**src/rtl/reg_file_sb.sv**
```systemverilog
// reg_file_sb: register file with zero register, busy scoreboard and post-reset clear sequencer.
// Optional write-before-read forwarding when REGFILE_BYPASS_EN is defined.
module reg_file_sb #(
    parameter int DATA_W = 32,
    parameter int ADDR_W = 5
) (
    input  logic              clk,
    input  logic              reset,
    input  logic [ADDR_W-1:0] RA,
    input  logic [ADDR_W-1:0] RB,
    output logic [DATA_W-1:0] PA,
    output logic [DATA_W-1:0] PB,
    input  logic [ADDR_W-1:0] RW,
    input  logic [DATA_W-1:0] PW,
    input  logic              LE,
    input  logic              SB_SET,
    input  logic [ADDR_W-1:0] SB_ADDR,
    output logic              BUSY_A,
    output logic              BUSY_B,
    output logic              READY
);
    localparam int DEPTH = 2**ADDR_W;
    typedef enum logic {CLEAR, RUN} state_t;
    state_t            state_q;
    logic              ready_q;
    logic [ADDR_W-1:0] cnt_q;
    logic [DATA_W-1:0] regs_q [DEPTH];
    logic [DEPTH-1:0]  busy_q, busy_d;
    logic              run, wr_en, byp_a, byp_b;
    assign run   = state_q == RUN;
    assign wr_en = run && LE && RW != '0;
`ifdef REGFILE_BYPASS_EN
    assign byp_a = wr_en && RA == RW;
    assign byp_b = wr_en && RB == RW;
`else
    assign byp_a = 1'b0;
    assign byp_b = 1'b0;
`endif
    // A new producer issuing on the same edge as a write-back keeps the register busy.
    always_comb begin
        busy_d = busy_q;
        if (wr_en) busy_d[RW] = 1'b0;
        if (run && SB_SET && SB_ADDR != '0) busy_d[SB_ADDR] = 1'b1;
    end
    always_ff @(posedge clk) begin
        if (reset) begin
            state_q <= CLEAR;
            ready_q <= 1'b0;
            cnt_q   <= ADDR_W'(1);
            busy_q  <= '0;
        end else begin
            busy_q <= busy_d;
            if (state_q == CLEAR) begin
                cnt_q <= cnt_q + 1'b1;
                if (&cnt_q) begin
                    state_q <= RUN;
                    ready_q <= 1'b1;
                end
            end
        end
    end
    // Register 0 is never stored to; reads of it are forced to zero below.
    always_ff @(posedge clk) begin
        if (!reset) begin
            if (state_q == CLEAR) regs_q[cnt_q] <= '0;
            else if (wr_en) regs_q[RW] <= PW;
        end
    end
    assign PA     = !run ? '0 : byp_a ? PW : RA == '0 ? '0 : regs_q[RA];
    assign PB     = !run ? '0 : byp_b ? PW : RB == '0 ? '0 : regs_q[RB];
    assign BUSY_A = run && !byp_a && busy_q[RA];
    assign BUSY_B = run && !byp_b && busy_q[RB];
    assign READY  = ready_q;
endmodule

```
**config.mk**
```make
export PLATFORM = sky130hd
export DESIGN_NAME = reg_file_sb
export DESIGN_NICKNAME = d
export VERILOG_FILES = /design/src/rtl/reg_file_sb.sv
export SDC_FILE = /design/constraint.sdc
export NUM_CORES = 1
export LEC_CHECK = 0
export ABC_CLOCK_PERIOD_IN_PS = 4700
export BUFFER_PORTS_ARGS = -buffer_cell sky130_fd_sc_hd__buf_4
export CAP_MARGIN = 5
export CORE_MARGIN = 3
export CORE_UTILIZATION = 40
export DETAILED_ROUTE_END_ITERATION = 16
export GPL_ROUTABILITY_DRIVEN = 1
export GPL_TIMING_DRIVEN = 0
export RECOVER_POWER = 100
export SLEW_MARGIN = 20
export SYNTH_ARGS = -nofsm -noshare
export SYNTH_HDL_FRONTEND = slang
export SYNTH_SLANG_ARGS = --single-unit
```
**constraint.sdc**
```tcl
create_clock -name clk -period 4.7 [get_ports clk]
set_input_delay 0.94 -clock clk [delete_from_list [all_inputs] [get_ports clk]]
set_output_delay 0.94 -clock clk [all_outputs]
set_load 0.05 [all_outputs]
```
# Word-level counts from Yosys, hierarchy flattened
# Memories as Yosys holds them, arrays and structs flattened.
# Cells that the tools add are included.
# classes
add_sub_neg	1
magnitude_cmp	6
muxes	26
bitwise	4
n_reduce_logical	15
# ops
op	n
two-way mux 32 bit	7
AND 32 bit	1
NOT 32 bit	1
bitwise OR 32 bit	1
OR reduction 32 bit	1
< comparator 5 x 6 -> 1 bit (second input constant)	4
two-way mux 1 bit	14
binary-select mux 1 bit (select 5 bit)	2
demux 1 bit (select 5 bit)	2
>= comparator 5 x 1 -> 1 bit (second input constant)	2
logical NOT 5 bit	2
nonzero test 5 bit	2
logical AND 1 bit	8
AND reduction 6 bit	1
adder 5 x 1 -> 5 bit (second input constant)	1
two-way mux 5 bit	1
AND reduction 5 bit	1
NOT 1 bit	1
# word_totals
ff_bits	39
ram_bits	1024
out_inout_bits	67
wordCells	57
n_memories	1
# mem_list
name	depth	width	rd	rd_clocked_by_memory_dff	wr	line	source
regs_q	32	32	2	0	1	27	logic [DATA_W-1:0] regs_q [DEPTH];

# Logic depth before layout (Yosys ltp)
# Gate-level depths: netlist of run 1.
# logic_depth
depth_word	9
ltp_mapped	7
mapped_depth_nobuf	5

# Least setup slack after synthesis of run 1
# Ideal clock, no wire load.
# synth_path
path_type	in2reg
startpoint	input RW[1]
endpoint	memory regs_q[27][0], enable pin
setup_time_ps	461
arrival_ps	4171
t_required_ps	4239
slack_ps	68
stages	6
path_buffers	2
path_cell_list	clkbuf_2 > nor2_1 > a211oi_2 > buf_4 > mux2i_1 > nor3_1
# synth_via
elab_chain_len	8
# synth_lines
element	line	source
start: declaration	13	input logic [ADDR_W-1:0] RW,
nonzero test 5 bit	31	assign wr_en = run && LE && RW != '0;
logical AND 1 bit	31	
two-way mux 1 bit	66	else if (wr_en) regs_q[RW] <= PW;
two-way mux 1 bit	65	if (state_q == CLEAR) regs_q[cnt_q] <= '0;
two-way mux 1 bit	64	if (!reset) begin
two-way mux 1 bit (not written as such)	66	
OR reduction 32 bit (no line)	n/a	
two-way mux 5 bit (no line) / two-way mux 1 bit (equally long branches)	n/a	
end: declaration	27	
# Several ways; a longest one is shown, not always the timed one.

# Worst setup path in the final report of run 1
# layout_path
startpoint	register state_q (netlist: run)
endpoint	memory regs_q[3][18], enable pin
# layout_via
elab_chain_len	8
# layout_lines
element	line	source
start: declaration	24	state_t state_q;
start signal: assignment	47	state_q <= CLEAR;
start signal: assignment	56	state_q <= RUN;
logical AND 1 bit (2 in series)	31	
two-way mux 1 bit	66	
two-way mux 1 bit	65	
two-way mux 1 bit	64	
two-way mux 1 bit (not written as such)	66	
OR reduction 32 bit (no line)	n/a	
two-way mux 5 bit (no line) / two-way mux 1 bit (equally long branches)	n/a	
# Several ways; a longest one is shown, not always the timed one.

==> results.py, run 1 <==
metrics = {
    "worst_setup_path": {
        "cp_max_fo": 11,
        "r2r-end": "regs_q[3][18]$_DFFE_PP_",
        "cp_data_arrival_time_ns": 5.20,
        "critical_path_required_ns": 5.08,
        "r2r_slack_ns": -0.12,
        "startpoint_type": "flip-flop",
        "critical_path.endpoint_type": "flip-flop",
        "timing.rr.start": "run$_SDFF_PP0_",
        "r2r_cells": 8,
        "crit_type": "flip-flop to flip-flop",
    },
    "worst_hold_path": {
        "hold_class": "flip-flop to flip-flop",
        "min_from": "READY$_SDFFE_PP0P_",
        "min_to": "READY$_SDFFE_PP0P_",
        "min_path_cells": 2,
    },
    "synth": {
        "synthesis.area_mm2": 0.0497,
        "yosysSeqAreaShare_pct": 63.5,
        "synth_nets": 2507,
        "syn_area_per_cell_um2": 20.3,
        "synthCells": 2449,
        "yosys_warnings": 0,
        "ys_ff_latch": 1063,
        "synth.distinct_cells": 40,
    },
    "sta": {
        "worst_pin_slew_ns": 1.73,
        "relSlewSlack_pct": -15.6,
        "fin_crit_ns": 4.82,
        "timing_hold_violations_final": 0,
        "drv_slew": 529,
        "clock_skew_ns": 0.0304,
        "fin_crit_sh_pct": 102,
        "finalSetupViolCount": 206,
        "layout_setup_ws_ns": -0.116,
        "max_clock_freq_mhz": 208,
    },
    "cells_and_area": {
        "drive_above_1_share_pct": 35.7,
        "final_common_cell": "edfxtp_1",
        "final_net_count": 2904,
        "areaGrowthSynthToFinish_pct": 15.4,
        "fillers": 10200,
        "layout_common_cells": "1024 x edfxtp_1, 526 x mux4_2, 272 x mux2i_1",
        "stdcell_area_mm2": 0.0573,
    },
    "clocking": {
        "cts_tree": "done",
        "postCtsHoldBufs": 0,
        "htree_levels": 3,
        "cts-root-buf": "clkbuf_16",
        "cts.clk_slew.worst_paths_ns": 0.06,
        "numCtsBuffers": 113,
        "clk_path_buf_depth": 3,
        "cts.sink_count": 1063,
        "clock_latency_ns": 0.71,
    },
    "pwr": {
        "vdd.ir_drop.worst_mv": 0.304,
        "power_density_mw_per_mm2": 364,
        "power_leakage_nw": 17.2,
        "power.internal_w": 0.0163,
        "pwr-share-seq_pct": 49.8,
        "switching_share_pct": 22.0,
        "p_clk_share_pct": 43.9,
        "p_switching_w": 0.00458,
        "p_comb_share_pct": 6.3,
    },
    "drt": {
        "viasPerCell": 6.44,
        "ant_nets": 0,
        "finalWirelength_mm": 160,
        "via_count": 29400,
        "wl_met3_mm": 14.0,
        "wl_met1_mm": 60.2,
        "maxUsedRoutingLayer": "met5",
        "wl_met2_mm": 78.8,
        "drt_pass1_iterations": 6,
        "drc_errors": 0,
        "wl_per_cell_um": 34.9,
        "drtIter0Drc": 3829,
    },
    "place": {
        "placed_area_mm2": 0.0541,
        "gp_congestion": 0.856,
        "dp_slack_ns": -0.00915,
        "io_buffers": 113,
        "hpwl_mm": 115,
    },
    "grt": {
        "grt_max_degree": 33,
        "grt_pass1_vias": 30200,
        "antenna_found_initial": 3,
        "grt_first_pass_wirelength_mm": 223,
        "grt_overflow": 0,
        "track_usage_pct": 24.8,
    },
    "floorplan": {
        "die_x_um": 358,
        "die_area_mm2": 0.128,
        "core-area_mm2": 0.123,
        "ios": 123,
        "initial_core_util_pct": 40.5,
        "fp.dieH_um": 358,
        "rows": 128,
    },
    "flow_run": {
        "drv_cap": 16,
    },
    "status": {
        "status": "finished with violations",
        "violations": "max-capacitance violations, max-slew violations, negative setup slack",
    },
}
## synthesized netlist by cell type
cell | number | area [um^2]
edfxtp_1 | 1024 | 30700
and3_1 | 3 | 18.8
o21bai_1 | 1 | 7.51
a2111oi_0 | 2 | 17.5
nor2_1 | 22 | 82.6
and3b_1 | 1 | 8.76
buf_2 | 48 | 240
buf_1 | 17 | 63.8
a21o_1 | 2 | 15.0
o22a_1 | 64 | 561
a31oi_1 | 1 | 6.26
and4b_1 | 2 | 20.0
a211oi_2 | 1 | 12.5
buf_4 | 53 | 398
mux2_2 | 2 | 22.5
mux2i_1 | 272 | 2720
nand4b_1 | 1 | 8.76
nand3b_1 | 4 | 30.0
clkbuf_2 | 1 | 5.00
nor2b_1 | 15 | 93.8
or2_0 | 1 | 6.26
clkbuf_1 | 71 | 267
a211oi_1 | 1 | 7.51
o22ai_1 | 2 | 12.5
a21oi_1 | 31 | 155
nand2b_1 | 10 | 62.6
and2_1 | 32 | 200
or4b_1 | 2 | 20.0
nor3b_1 | 1 | 7.51
dfxtp_1 | 39 | 781
nand2_1 | 42 | 158
nand4_1 | 3 | 18.8
nor3_1 | 38 | 190
mux4_2 | 526 | 11800
xnor2_1 | 2 | 17.5
buf_6 | 2 | 22.5
o21ai_0 | 33 | 165
ha_1 | 2 | 25.0
o221ai_1 | 66 | 578
nand3_1 | 9 | 45.0
## per-stage QoR
step	hold WS [ns]	setup TNS, ns	total power [W]	cells	utilization (%)
2_1_floorplan	0.451	0	0.0114	2449	-
3_5_place_dp	0.474	-0.00915	0.0119	4355	44.1
6_report	0.490	-10.30	0.0209	4574	46.8
5_1_grt	0.521	-0.0376	0.0214	4571	46.8
3_3_place_gp	0.459	-3724.94	0.0118	4187	42.9
4_1_cts	0.488	0	0.0210	4570	47.2
## flip-flops by register name, summed over array words and instances (netlist names)
register / cells
run: 1
regs_q: 1024
cnt_q: 5
busy_q: 32
READY: 1
## power groups by stage
| stage | Clock, W | Sequential [W] | Combinational (W) |
|---|---|---|---|
| floorplan | 0 | 0.0106 | 0.000834 |
| global placement | 0 | 0.0106 | 0.00126 |
| detailed placement | 0 | 0.0106 | 0.00132 |
| CTS | 0.00926 | 0.0104 | 0.00133 |
| global route | 0.00965 | 0.0104 | 0.00137 |
| finish | 0.00916 | 0.0104 | 0.00131 |
## cell type report
class	count	area [um^2]	share of cell area [%]
Timing Repair Buffer	282	1720	3.00
Multi-Input combinational cell	1194	17200	30.0
Clock inverter	77	843	1.47
Antenna cell	3	7.51	0.0131
Clock buffer	138	2940	5.14
Tap cell	1625	2030	3.55
Buffer	192	1020	1.78
Sequential cell	1063	31500	55.0
## critical path: stages (launching register included)
cell	delay, ns
dfxtp_1	0.30
buf_2	0.21
nand2_1	0.12
a211oi_2	0.36
clkbuf_1	1.12
mux2i_1	0.61
nor3_1	1.20
buf_6	0.28
clkbuf_2	0.27
## logic make-up after synthesis
| group | share of synthesized area (%) |
|---|---|
| XOR/XNOR | 0.0353 |
| multiplexers | 29.4 |
| buffers and inverters | 2.01 |
| AO/OA/AOI/OAI | 3.10 |
| flip-flops | 63.5 |
| AND/OR/NAND/NOR | 1.95 |
| adder cells (fa/ha/maj) | 0.0504 |
## metal layers
layer	vias up	track usage (%)
li1	11500	-
met1	15800	32.6
met2	1735	41.5
met3	343	4.64
met4	2	8.87
met5	-	0
## how the worst max path moves through the flow
stage / endpoint / startpoint / slack (ns)
6_report: regs_q[3][18]$_DFFE_PP_ / run$_SDFF_PP0_ / -0.12
5_1_grt: regs_q[5][9]$_DFFE_PP_ / run$_SDFF_PP0_ / -0.006
4_1_cts: PB[0] / RB[1] / 0.006
3_5_place_dp: PA[0] / RA[1] / -0.009
3_3_place_gp: regs_q[27][14]$_DFFE_PP_ / RW[1] / -4.43
2_1_floorplan: regs_q[27][0]$_DFFE_PP_ / RW[1] / 0.07
## repair_timing
item                                    4_1_cts  5_1_grt
buffers inserted                              0        0
pin swaps                                     0        0
endpoints found under the setup margin       19        4
resized for setup                             4        8
No activity file was read; power rests on OpenSTA's default activity.
==> run 2: changes to the inputs <==
--- a/config.mk
+++ b/config.mk
@@ -9,7 +9,7 @@
 export BUFFER_PORTS_ARGS = -buffer_cell sky130_fd_sc_hd__buf_4
 export CAP_MARGIN = 5
 export CORE_MARGIN = 3
-export CORE_UTILIZATION = 40
+export CORE_UTILIZATION = 34
 export DETAILED_ROUTE_END_ITERATION = 16
 export GPL_ROUTABILITY_DRIVEN = 1
 export GPL_TIMING_DRIVEN = 0
==> run 2 against run 1 <==
Net effect: the flow still finishes with violations (max-capacitance violations, max-slew violations, negative setup slack); global-route usage is 3.9 points lower; clock-buffer cell count is 2 lower; utilization is 7.1 points lower; routed wire length is 0.52% higher; register-to-register slack better by 0.17 ns; setup slack better by 0.10 ns; total power is 1.2% lower; cell count is 5.7% higher; combinational power hardly changed.
==> results.py, run 2 (synthesis results as in run 1) <==
metrics = {
    "drt": {
        "wl_per_cell_um": 33.2,
        "via_count": 29200,
        "drt_pass1_iterations": 5,
        "ant_nets": 0,
        "finalWirelength_mm": 160,
        "drtIter0Drc": 3849,
        "drc_errors": 0,
        "viasPerCell": 6.03,
    },
    "cells_and_area": {
        "layout_common_cells": "1024 x edfxtp_1, 526 x mux4_2, 271 x mux2i_1",
        "drive_above_1_share_pct": 33.9,
        "regMostFlops": "regs_q",
        "areaGrowthSynthToFinish_pct": 15.4,
        "largestRegisters": "regs_q: 1024 flops, busy_q: 32 flops, cnt_q: 5 flops",
        "largest_reg_flops": 1024,
        "final_net_count": 2892,
        "final_util_pct": 39.7,
        "final_common_cell": "edfxtp_1",
    },
    "grt": {
        "antenna_found_initial": 7,
        "grt_max_degree": 33,
        "grt_pass1_vias": 30300,
        "grt_first_pass_wirelength_mm": 223,
        "grt_overflow": 0,
        "track_usage_pct": 20.9,
    },
    "clocking": {
        "clock_latency_ns": 0.71,
        "htree_levels": 3,
        "cts_tree": "done",
        "clk_path_buf_depth": 3,
        "cts.sink_count": 1063,
        "cts-root-buf": "clkbuf_16",
        "numCtsBuffers": 108,
        "cts.clk_slew.worst_paths_ns": 0.06,
    },
    "worst_setup_path": {
        "critical_path.endpoint_type": "output pin",
        "cp_data_arrival_time_ns": 3.77,
        "crit_type": "input port to output pin",
        "crit_chain": "buf_2, clkbuf_2, clkdlybuf4s15_2, mux4_2, mux2i_1, o221ai_1, clkbuf_4",
        "worst-path-buf-inv": 4,
        "cpLargestDelayFamily": "buffers and inverters",
        "startpoint_type": "input port",
        "cpPeakStageDelay_ns": 0.65,
        "cp_max_fo": 10,
        "critical_path_required_ns": 3.76,
        "slowest_stage": "o221ai_1",
    },
    "sta": {
        "clock_skew_ns": 0.0142,
        "relSlewSlack_pct": -25.0,
        "drv_slew": 899,
        "rsz0062_at_grt": "no",
        "layout_setup_ws_ns": -0.0148,
        "finalSetupViolCount": 1,
        "fin_crit_sh_pct": 100,
        "max_clock_freq_mhz": 212,
        "fin_crit_ns": 4.71,
        "worst_pin_slew_ns": 1.87,
        "fin_setup_tns_ns": -0.0148,
        "timing_hold_violations_final": 0,
    },
    "place": {
        "hpwl_mm": 116,
        "io_buffers": 113,
        "gp_congestion": 0.851,
    },
    "floorplan": {
        "core-area_mm2": 0.144,
        "ios": 123,
        "die_x_um": 388,
        "rows": 139,
        "fp.dieH_um": 388,
        "die_area_mm2": 0.151,
        "initial_core_util_pct": 34.4,
    },
    "worst_hold_path": {
        "hold_class": "flip-flop to flip-flop",
    },
    "status": {
        "violations": "max-capacitance violations, max-slew violations, negative setup slack",
        "status": "finished with violations",
    },
    "pwr": {
        "p_clk_share_pct": 43.3,
        "power_w": 0.0206,
        "power.internal_w": 0.0161,
        "power_leakage_nw": 16.9,
        "vdd.ir_drop.worst_mv": 0.239,
        "p_switching_w": 0.00453,
        "switching_share_pct": 22.0,
        "pwr-share-seq_pct": 50.4,
        "p_comb_share_pct": 6.3,
        "power_density_mw_per_mm2": 360,
    },
    "flow_run": {
        "drv_cap": 32,
    },
}
[run 2: cell count changes in the layout (fill, tap and decap cells not counted), sizes merged]
cell,previous run,this run
buf,231,210
clkbuf,380,391
clkinv,48,40
clkinvlp,6,9
inv,6,3
bufinv,17,16
clkdlybuf4s15,1,2
diode,3,4
[run 2: stage by stage]
step           cell area (um^2)  instances  hold slack (ns)  setup WS [ns]
3_3_place_gp              52900       4465            0.466          -4.00
5_1_grt                   57300       4831            0.511        0.00160
6_report                  57300       4835            0.481        -0.0148
3_5_place_dp              54400       4627            0.476         -0.128
4_1_cts                   58100       4831            0.480       -0.00406
2_1_floorplan             49700       2449            0.451         0.0685
[run 2: power groups by stage]
| stage | sequential [W] | combinational, W | clock, W |
|---|---|---|---|
| 4_1_cts | 0.0104 | 0.00132 | 0.00904 |
| 6_report | 0.0104 | 0.00130 | 0.00893 |
| 2_1_floorplan | 0.0106 | 0.000834 | 0 |
| 5_1_grt | 0.0104 | 0.00135 | 0.00939 |
| 3_3_place_gp | 0.0106 | 0.00126 | 0 |
| 3_5_place_dp | 0.0106 | 0.00132 | 0 |
[run 2: layer usage]
metal / routed length, um / GRT usage, %
met1: 58400 / 25.8
met2: 79600 / 35.3
met5: 0 / 0
met3: 14900 / 4.42
met4: 7490 / 9.32
[run 2: worst register-to-register path, delay by kind of cell, from the launching register on]
family | cells | cell delay [ns]
buffers and inverters | 5 | 2.04
and+or+nand+nor | 2 | 1.02
AOI/OAI and AO/OA | 1 | 0.60
muxes | 1 | 0.35
DFF | 1 | 0.31
[run 2: layout make-up]
type                            instances  area (um^2)
Fill cell                           12900        87000
Sequential cell                      1063        31500
Multi-Input combinational cell       1194        17200
Clock buffer                          136         2870
Tap cell                             1903         2380
Timing Repair Buffer                  275         1510
Buffer                                192         1040
Clock inverter                         68          776
Antenna cell                            4         10.0
[run 2: final timing paths]
kind                            from                  endpoint  slack [ns]  depth (start not counted)
hold / removal    READY$_SDFFE_PP0P_        READY$_SDFFE_PP0P_        0.48                          2
setup reg to reg      run$_SDFF_PP0_  regs_q[29][20]$_DFFE_PP_        0.05                          9
setup / recovery               RA[1]                    PA[31]       -0.01                          7
hold reg to reg   READY$_SDFFE_PP0P_        READY$_SDFFE_PP0P_        0.48                          2
[run 2: timing repair]
action | 4_1_cts | 5_1_grt
hold buffers | 0 | 0
pin swaps | 0 | 0
setup buffers | 0 | 0
gates resized for setup | 15 | 17
endpoints found under the setup margin | 40 | 13
